File: src/rtl/keypad_scan_ctrl.sv
// keypad_scan_ctrl
// 4x4 matrix keypad scanner. One column is driven low per slot, rows are
// sampled once per slot, and each frame yields the first single-row hit in
// scan order. Accepted key changes become press events on a single-entry
// valid/ready output; an event that finds the entry occupied is dropped and
// recorded in a sticky overflow flag.
//
// Build option: KEYPAD_DEBOUNCE_EN
//   defined   - a frame result must repeat DEBOUNCE_SCANS times before it is
//               accepted.
//   undefined - every frame result is accepted directly, and no debounce
//               counter exists.
//
// state  | meaning
// DRIVE0 | column C1 driven low (cols_o = 0111)
// DRIVE1 | column C2 driven low (cols_o = 1011)
// DRIVE2 | column C3 driven low (cols_o = 1101)
// DRIVE3 | column C4 driven low (cols_o = 1110), frame evaluated on last clock
module keypad_scan_ctrl #(
    parameter int CLKS_PER_COL   = 100000,
    parameter int SETTLE_CLKS    = 8,
    parameter int DEBOUNCE_SCANS = 4
) (
    input  logic       clk_i,
    input  logic       rst_i,
    input  logic [3:0] rows_i,
    output logic [3:0] cols_o,
    output logic       key_valid_o,
    input  logic       key_ready_i,
    output logic [1:0] key_row_o,
    output logic [1:0] key_col_o,
    output logic       key_held_o,
    output logic       overflow_o
);

    typedef enum logic [1:0] {
        DRIVE0 = 2'd0,
        DRIVE1 = 2'd1,
        DRIVE2 = 2'd2,
        DRIVE3 = 2'd3
    } state_t;

    localparam logic [19:0] SLOT_LAST = 20'(CLKS_PER_COL - 1);
    localparam logic [19:0] SAMPLE_AT = 20'(SETTLE_CLKS);

    // An out-of-range parameter set leaves this marker scope in the
    // elaborated hierarchy so it is easy to find in a netlist browser.
    if ((CLKS_PER_COL < 16) || (CLKS_PER_COL > 1048575) ||
        (SETTLE_CLKS < 1) || (SETTLE_CLKS > CLKS_PER_COL - 2) ||
        (DEBOUNCE_SCANS < 1) || (DEBOUNCE_SCANS > 15)) begin : g_param_range_error
    end

    // Keys are carried as {row, col}; a separate valid bit encodes NONE and
    // the key field is kept at zero whenever the valid bit is clear.
    state_t      state_q, state_d;
    logic [19:0] slot_cnt_q, slot_cnt_d;
    logic        frm_hit_q, frm_hit_d;
    logic [3:0]  frm_key_q, frm_key_d;
    logic        acc_vld_q, acc_vld_d;
    logic [3:0]  acc_key_q, acc_key_d;
    logic        kv_q, kv_d;
    logic [3:0]  out_key_q, out_key_d;
    logic        ovf_q, ovf_d;

`ifdef KEYPAD_DEBOUNCE_EN
    localparam logic [3:0] DB_TARGET = 4'(DEBOUNCE_SCANS);
    logic        cand_vld_q, cand_vld_d;
    logic [3:0]  cand_key_q, cand_key_d;
    logic [3:0]  db_cnt_q, db_cnt_d;
    logic        res_eq_cand;
`endif

    logic        slot_end;
    logic        sample_now;
    logic        frame_end;
    logic        row_hit;
    logic [1:0]  row_idx;
    logic        press_evt;

    assign slot_end   = (slot_cnt_q >= SLOT_LAST);
    assign sample_now = (slot_cnt_q == SAMPLE_AT);
    assign frame_end  = slot_end && (state_q == DRIVE3);

    // Scan state register.
    always_ff @(posedge clk_i) begin
        if (rst_i) begin
            state_q    <= DRIVE0;
            slot_cnt_q <= '0;
        end else begin
            state_q    <= state_d;
            slot_cnt_q <= slot_cnt_d;
        end
    end

    // Slot timing, column advance and column drive decode.
    always_comb begin
        state_d    = state_q;
        slot_cnt_d = slot_cnt_q + 20'd1;
        cols_o     = 4'b0111;
        if (slot_end) begin
            slot_cnt_d = '0;
            case (state_q)
                DRIVE0:  state_d = DRIVE1;
                DRIVE1:  state_d = DRIVE2;
                DRIVE2:  state_d = DRIVE3;
                default: state_d = DRIVE0;
            endcase
        end
        case (state_q)
            DRIVE0:  cols_o = 4'b0111;
            DRIVE1:  cols_o = 4'b1011;
            DRIVE2:  cols_o = 4'b1101;
            default: cols_o = 4'b1110;
        endcase
    end

    // Row decode: only a single low row is a hit, anything else is rejected
    // as an idle column or a ghosting pattern.
    always_comb begin
        row_hit = 1'b1;
        row_idx = 2'd0;
        case (rows_i)
            4'b0111: row_idx = 2'd0;
            4'b1011: row_idx = 2'd1;
            4'b1101: row_idx = 2'd2;
            4'b1110: row_idx = 2'd3;
            default: row_hit = 1'b0;
        endcase
    end

    // Frame accumulator: keep the first hit in scan order, clear at frame end.
    // The sample point never coincides with the last clock of a slot, so the
    // DRIVE3 sample is always registered before the frame is evaluated.
    always_comb begin
        frm_hit_d = frm_hit_q;
        frm_key_d = frm_key_q;
        if (frame_end) begin
            frm_hit_d = 1'b0;
            frm_key_d = '0;
        end else if (sample_now && row_hit && !frm_hit_q) begin
            frm_hit_d = 1'b1;
            frm_key_d = {row_idx, state_q};
        end
    end

    // Acceptance of the frame result and press-event detection.
    always_comb begin
        acc_vld_d = acc_vld_q;
        acc_key_d = acc_key_q;
`ifdef KEYPAD_DEBOUNCE_EN
        cand_vld_d  = cand_vld_q;
        cand_key_d  = cand_key_q;
        db_cnt_d    = db_cnt_q;
        res_eq_cand = (frm_hit_q == cand_vld_q) && (frm_key_q == cand_key_q);
        if (frame_end) begin
            if (res_eq_cand) begin
                if (db_cnt_q < DB_TARGET) begin
                    db_cnt_d = db_cnt_q + 4'd1;
                end
            end else begin
                cand_vld_d = frm_hit_q;
                cand_key_d = frm_key_q;
                db_cnt_d   = 4'd1;
            end
            if (db_cnt_d == DB_TARGET) begin
                acc_vld_d = cand_vld_d;
                acc_key_d = cand_key_d;
            end
        end
`else
        if (frame_end) begin
            acc_vld_d = frm_hit_q;
            acc_key_d = frm_key_q;
        end
`endif
        press_evt = frame_end && acc_vld_d &&
                    (!acc_vld_q || (acc_key_d != acc_key_q));
    end

    // Single-entry event output; events that find it occupied are dropped.
    always_comb begin
        kv_d      = kv_q;
        out_key_d = out_key_q;
        ovf_d     = ovf_q;
        if (press_evt) begin
            if (!kv_q || key_ready_i) begin
                kv_d      = 1'b1;
                out_key_d = acc_key_d;
            end else begin
                ovf_d = 1'b1;
            end
        end else if (kv_q && key_ready_i) begin
            kv_d = 1'b0;
        end
    end

    // Datapath registers; reset also discards any partial frame.
    always_ff @(posedge clk_i) begin
        if (rst_i) begin
            frm_hit_q  <= 1'b0;
            frm_key_q  <= '0;
            acc_vld_q  <= 1'b0;
            acc_key_q  <= '0;
            kv_q       <= 1'b0;
            out_key_q  <= '0;
            ovf_q      <= 1'b0;
`ifdef KEYPAD_DEBOUNCE_EN
            cand_vld_q <= 1'b0;
            cand_key_q <= '0;
            db_cnt_q   <= '0;
`endif
        end else begin
            frm_hit_q  <= frm_hit_d;
            frm_key_q  <= frm_key_d;
            acc_vld_q  <= acc_vld_d;
            acc_key_q  <= acc_key_d;
            kv_q       <= kv_d;
            out_key_q  <= out_key_d;
            ovf_q      <= ovf_d;
`ifdef KEYPAD_DEBOUNCE_EN
            cand_vld_q <= cand_vld_d;
            cand_key_q <= cand_key_d;
            db_cnt_q   <= db_cnt_d;
`endif
        end
    end

    assign key_valid_o = kv_q;
    assign key_row_o   = out_key_q[3:2];
    assign key_col_o   = out_key_q[1:0];
    assign key_held_o  = acc_vld_q;
    assign overflow_o  = ovf_q;

endmodule

File: config.mk
export PLATFORM = sky130hd
export DESIGN_NAME = keypad_scan_ctrl
export DESIGN_NICKNAME = d
export VERILOG_FILES = /design/src/rtl/keypad_scan_ctrl.sv
export SDC_FILE = /design/constraint.sdc
export NUM_CORES = 1
export LEC_CHECK = 0
export ABC_AREA = 1
export BUFFER_PORTS_ARGS = -buffer_cell sky130_fd_sc_hd__buf_2
export CAP_MARGIN = 20
export CORE_ASPECT_RATIO = 1.4
export CORE_MARGIN = 4
export CORE_UTILIZATION = 42
export CTS_CLUSTER_SIZE = 24
export DETAILED_ROUTE_END_ITERATION = 7
export GPL_TIMING_DRIVEN = 0
export PLACE_DENSITY = 0.64
export SLEW_MARGIN = 40
export SYNTH_ARGS = -nofsm -noshare
export SYNTH_HDL_FRONTEND = slang
export SYNTH_SLANG_ARGS = --single-unit
File: constraint.sdc
create_clock -name clk_i -period 1.5 [get_ports clk_i]
set_input_delay 0.225 -clock clk_i [delete_from_list [all_inputs] [get_ports clk_i]]
set_output_delay 0.225 -clock clk_i [all_outputs]
set_load 0.02 [all_outputs]
======== Word level (Yosys, flattened, before mapping) ========
Index checks and enable logic that the tools add are counted.
storage, ports and cells
  output and inout port bits .............. 11
  input bits .............................. 7
  word-level logic and storage cells ...... 50
  flip-flop bits (word level) ............. 38
operators by class
  reduce and logical (&&, ||, !) cells .... 19
  eq/ne operators ......................... 10
  multiplexer cells ....................... 9
  bitwise logic cells ..................... 1
  add/sub/neg operators ................... 1
  $lt $le $gt $ge ......................... 1
operators with widths
  cell                   count
  $add 20x1->20 const B  1
  $eq 20x4->1 const B    1
  $ge 20x17->1 const B   1
  $eq 4x4->1 const B     3
  $pmux 2 s3             2
  $pmux 4 s3             1
  $logic_and 1x1->1      6
  $reduce_and 2->1       3
  $mux 1                 5
  $eq 2x2->1 const B     2
  $eq 4x3->1 const B     1
  $mux 4                 1
  $ne 4x4->1             1
  $reduce_or 2->1        2
  $reduce_or 4->1        1
  $logic_not 1->1        3
  $eq 2x1->1 const B     1
  $logic_not 2->1        1
  $logic_or 1x1->1       2
  $ne 2x1->1 const B     1
  $reduce_bool 2->1      1
  $not 1->1              1

======== Depth between registers and ports, before layout ========
  depth in word-level cells ............... 8
  mapped depth ............................ 15
  gate-level depth less buffers ........... 15

======== Least setup slack after synthesis ========
No wires, ideal clock.
  path kind ............................... register to register
  from .................................... register slot_cnt_q[0]
  to ...................................... register slot_cnt_q[14]
  setup slack ............................. -0.168 ns
  period minus slack after synthesis ...... 1.668 ns
  data required time ...................... 1.383 ns
  cell stages (with the launch flop) ...... 13
  path buffers ............................ 0
  arrival time ............................ 1.551 ns
  cell sequence ........................... dfxtp_1 -> ha_1 -> nand2_2 -> nor2_1 -> nand2_1 -> nor4_2 -> inv_2 -> nor2_2 -> nand2_1 -> nor2_2 -> nand2_1 -> o21bai_1 -> a21oi_1
between the ends
  word-level cells in the longest chain between the ends .. 2
ends and longest elaborated chain
  what                       line  text
  start: declaration         56    logic [19:0] slot_cnt_q, slot_cnt_d;
  start signal: assignment   91    slot_cnt_q <= slot_cnt_d;
  $ge 20x17->1               80    assign slot_end = (slot_cnt_q >= SLOT_LAST);
  $reduce_or 2->1 (no line)  -
Several ways; a longest one is shown, not always the timed one.
A chain may end at the register's enable or synchronous reset.

======== Worst setup path after layout ========
  from .................................... register slot_cnt_q[1]
  to ...................................... register slot_cnt_q[3]
The elaborated chain is that of the path after synthesis.

==> impl_metrics.json <==
{
  "synth_compound_area_share_pct": 8.92,
  "p_sw_share_pct": 27.0,
  "finalHoldViolations": 0,
  "synthSimpleGateAreaFrac_pct": 34.8,
  "ios": 18,
  "utilization_pct": 68.3,
  "diodes": 0,
  "dp_hpwl_microns": 2830,
  "synthAdderAreaFrac_pct": 4.56,
  "clock_latency_ns": 0.30,
  "cts_root_buf": "clkbuf_8",
  "violations": "setup timing",
  "nets": 338,
  "ys_warn_count": 0,
  "vias_per_cell": 4.87,
  "syn_area_sq_um": 1920,
  "vias": 1876,
  "setup_viol": 31,
  "htree_levels": 2,
  "worst-path-max-fanout": 2,
  "post-synth-top-area-cell": "dfxtp_1",
  "synth_enable_flop_cells": 0,
  "grt_pass1_vias": 1784,
  "cts_tree": "built",
  "dr.pass1.iters": 4,
  "arrival_ns": 2.12,
  "rsz0062_at_grt": "yes",
  "outcome": "finished, violations left",
  "cts_inserted_buffers": 5,
  "fin_skew_ns": 0.0114,
  "clk_pin_slew_ns": 0.08,
  "relSlewSlack_pct": 60.0,
  "p_int_mw": 1.65,
  "yosys-top-cells-area": "dfxtp_1 (40%), inv_1 (8.6%), nor2_1 (8.0%), nand2_1 (6.8%), ha_1 (4.6%)",
  "fill_cells": 327,
  "area.growth.synth_to_final_pct": 53.1,
  "cp.required_ns": 1.73,
  "crit_type": "reg -> reg",
  "clock_path_buffers": 2,
  "netlist.area_leader.share_pct": 39.6,
  "cts.sinks": 38,
  "cp.buffers_inverters": 10,
  "seq_power_share_pct": 46.5,
  "portBuffers": 17,
  "cp.depth": 13,
  "synthMuxAreaShare_pct": 0,
  "grt_max_degree": 13,
  "synth.distinct_cells": 36,
  "gr-usage-met3_pct": 4.11,
  "path_common_cell": "buf_4",
  "synth_seq_cells": 38,
  "floorplan.initialDensity_pct": 44.6,
  "max_cap_viol_count": 0,
  "ant_nets": 0,
  "power.share.clock_pct": 38.6,
  "use_met1_pct": 15.0,
  "p_leak_nw": 1.26,
  "grt_antenna_before_repair": 0,
  "worstSetupEndpointType": "register",
  "start_kind": "register",
  "finalWeightedCongestion": 0.804,
  "die_y_microns": 88.0,
  "wl_per_cell_microns": 13.0,
  "synth_top_family_by_area": "simple AND/OR/NAND/NOR gates",
  "switching_power_mw": 0.613,
  "tns_ns": -7.21,
  "floorplan.die_area_sq_um": 5740,
  "post-route-period-util_pct": 127,
  "fin_crit_ns": 1.90,
  "cp_slowest_cell": "dfxtp_4",
  "yosysMostFrequentCell": "inv_1",
  "crit_family": "buffers and inverters",
  "synth-seq-area-share_pct": 39.6,
  "whs_path_depth": 2,
  "globalRouteOverflowTotal": 0,
  "peakVddDrop_mv": 0.709,
  "crit_path_max_incr_delay_ns": 0.37,
  "combPwrFrac_pct": 14.9,
  "final.setup.worst_slack_ns": -0.398,
  "instances_no_fill": 385,
  "synthArstFlopShare_pct": 0,
  "grt_busiest_layer": "met2",
  "worst_pin_slew_ns": 0.600,
  "syn_inst": 254,
  "drive_gt1_share_pct": 48.9,
  "remaining_drc_errors": 0,
  "grt_use_met2_pct": 32.4,
  "worstPathCellList": "buf_4 -> buf_6 -> nand3_4 -> buf_4 -> buf_4 -> buf_4 -> buf_4 -> buf_4 -> buf_4 -> buf_4 -> buf_4 -> nand2_1 -> nor3b_2",
  "maxSlewViolCount": 0,
  "synth_ff_type": "dfxtp_1",
  "fmax_ghz": 0.527,
  "dp.cells": 333,
  "grtUsageTotal_pct": 16.6,
  "synth_commonest_cells": "inv_1 (44), nor2_1 (41), dfxtp_1 (38)",
  "power_mw": 2.27,
  "synth_xor_xnor_area_share_pct": 1.82,
  "power_density_nw_per_um2": 771,
  "rr_worst_depth": 13,
  "core_area_sq_um": 4310,
  "dieWidth_microns": 65.2,
  "avgSynthCellArea_sq_um": 7.57,
  "first_iter_violations": 55,
  "grt_pass1_wl_microns": 7300,
  "num_rows": 28,
  "min_path_type": "in -> reg",
  "totalWireLength_microns": 5000
}
[per-layer routing]
layer / share of wire [%] / wire, microns
met4: 4.0 / 200
met2: 56 / 2820
met1: 37 / 1840
met5: 0 / 0
met3: 2.7 / 135
[cell usage in the layout, fill, tap and decap left out, types with 3 or more instances in the layout]
master,Yosys,final
buf_2,2,16
nor2_2,8,14
buf_6,0,8
nand3_2,1,3
nor3b_2,0,4
nand4_1,14,14
nand2_8,1,4
clkbuf_8,0,5
ha_1,7,5
nand2_4,1,5
dfxtp_1,38,30
dfxtp_2,0,5
nand2_2,4,11
nor2_4,0,12
buf_4,0,34
inv_2,4,9
a21oi_1,11,9
inv_1,44,38
nor2_1,41,24
dfxtp_4,0,3
o21ai_2,1,5
conb_1,1,3
nand2_1,35,23
xor2_1,4,4
nand3_4,3,4
[cells by family after synthesis]
family,count (synthesis)
AOI/OAI and AO/OA,28
xor gates and xnor gates,4
adders and majority gates,7
buffers and inverters,51
DFF,38
other,1
and+or+nand+nor,125
[final timing paths]
| path | from | endpoint | slack [ns] |
|---|---|---|---|
| worst min-delay path | rst_i | overflow_o | 0.19 |
| worst max register to register | slot_cnt_q[1] | slot_cnt_q[3] | -0.40 |
| worst min register to register | overflow_o | overflow_o | 0.46 |
| worst max-delay path | slot_cnt_q[1] | slot_cnt_q[3] | -0.40 |
[metrics by stage]
| stage | setup slack [ns] | hold WS, ns | instance area [sq um] |
|---|---|---|---|
| floorplan | -0.147 | 0.294 | 1960 |
| global placement | -0.342 | 0.436 | 2120 |
| detailed placement | -0.334 | 0.442 | 2120 |
| CTS | -0.318 | 0.176 | 2610 |
| global route | -0.519 | 0.216 | 2940 |
| finish | -0.398 | 0.191 | 2940 |
[power groups by stage]
| stage | clock, mW | sequential, mW | combinational [mW] |
|---|---|---|---|
| 6_report | 0.875 | 1.05 | 0.338 |
| 5_1_grt | 0.922 | 1.06 | 0.372 |
| 4_1_cts | 0.893 | 1.05 | 0.278 |
| 3_5_place_dp | 0 | 1.08 | 0.239 |
| 3_3_place_gp | 0 | 1.08 | 0.236 |
| 2_1_floorplan | 0 | 1.07 | 0.170 |
[sequential cells by signal, summed over array words and instances, names as in the netlist]
name,count
key_held_o,1
acc_key_q,4
overflow_o,1
frm_key_q,4
slot_cnt_q,20
state_q,2
key_valid_o,1
frm_hit_q,1
out_key_q,4
[cell type report]
cell class	instances	area, sq um	area share (%)
Clock buffer	5	68.8	2.34
Multi-Input combinational cell	170	1320	44.9
Buffer	3	30.0	1.02
Timing Repair Buffer	58	442	15.0
Clock inverter	3	40.0	1.36
Sequential cell	38	778	26.5
Tap cell	60	75.1	2.55
Inverter	48	188	6.38
[what timing repair did]
item,4_1_cts,5_1_grt
setup buffers,28,12
hold buffers,0,0
resized for setup,38,65
cloned,2,2
setup endpoints to repair,34,37
pin swaps,22,26
(Power assumes the default switching activity.)
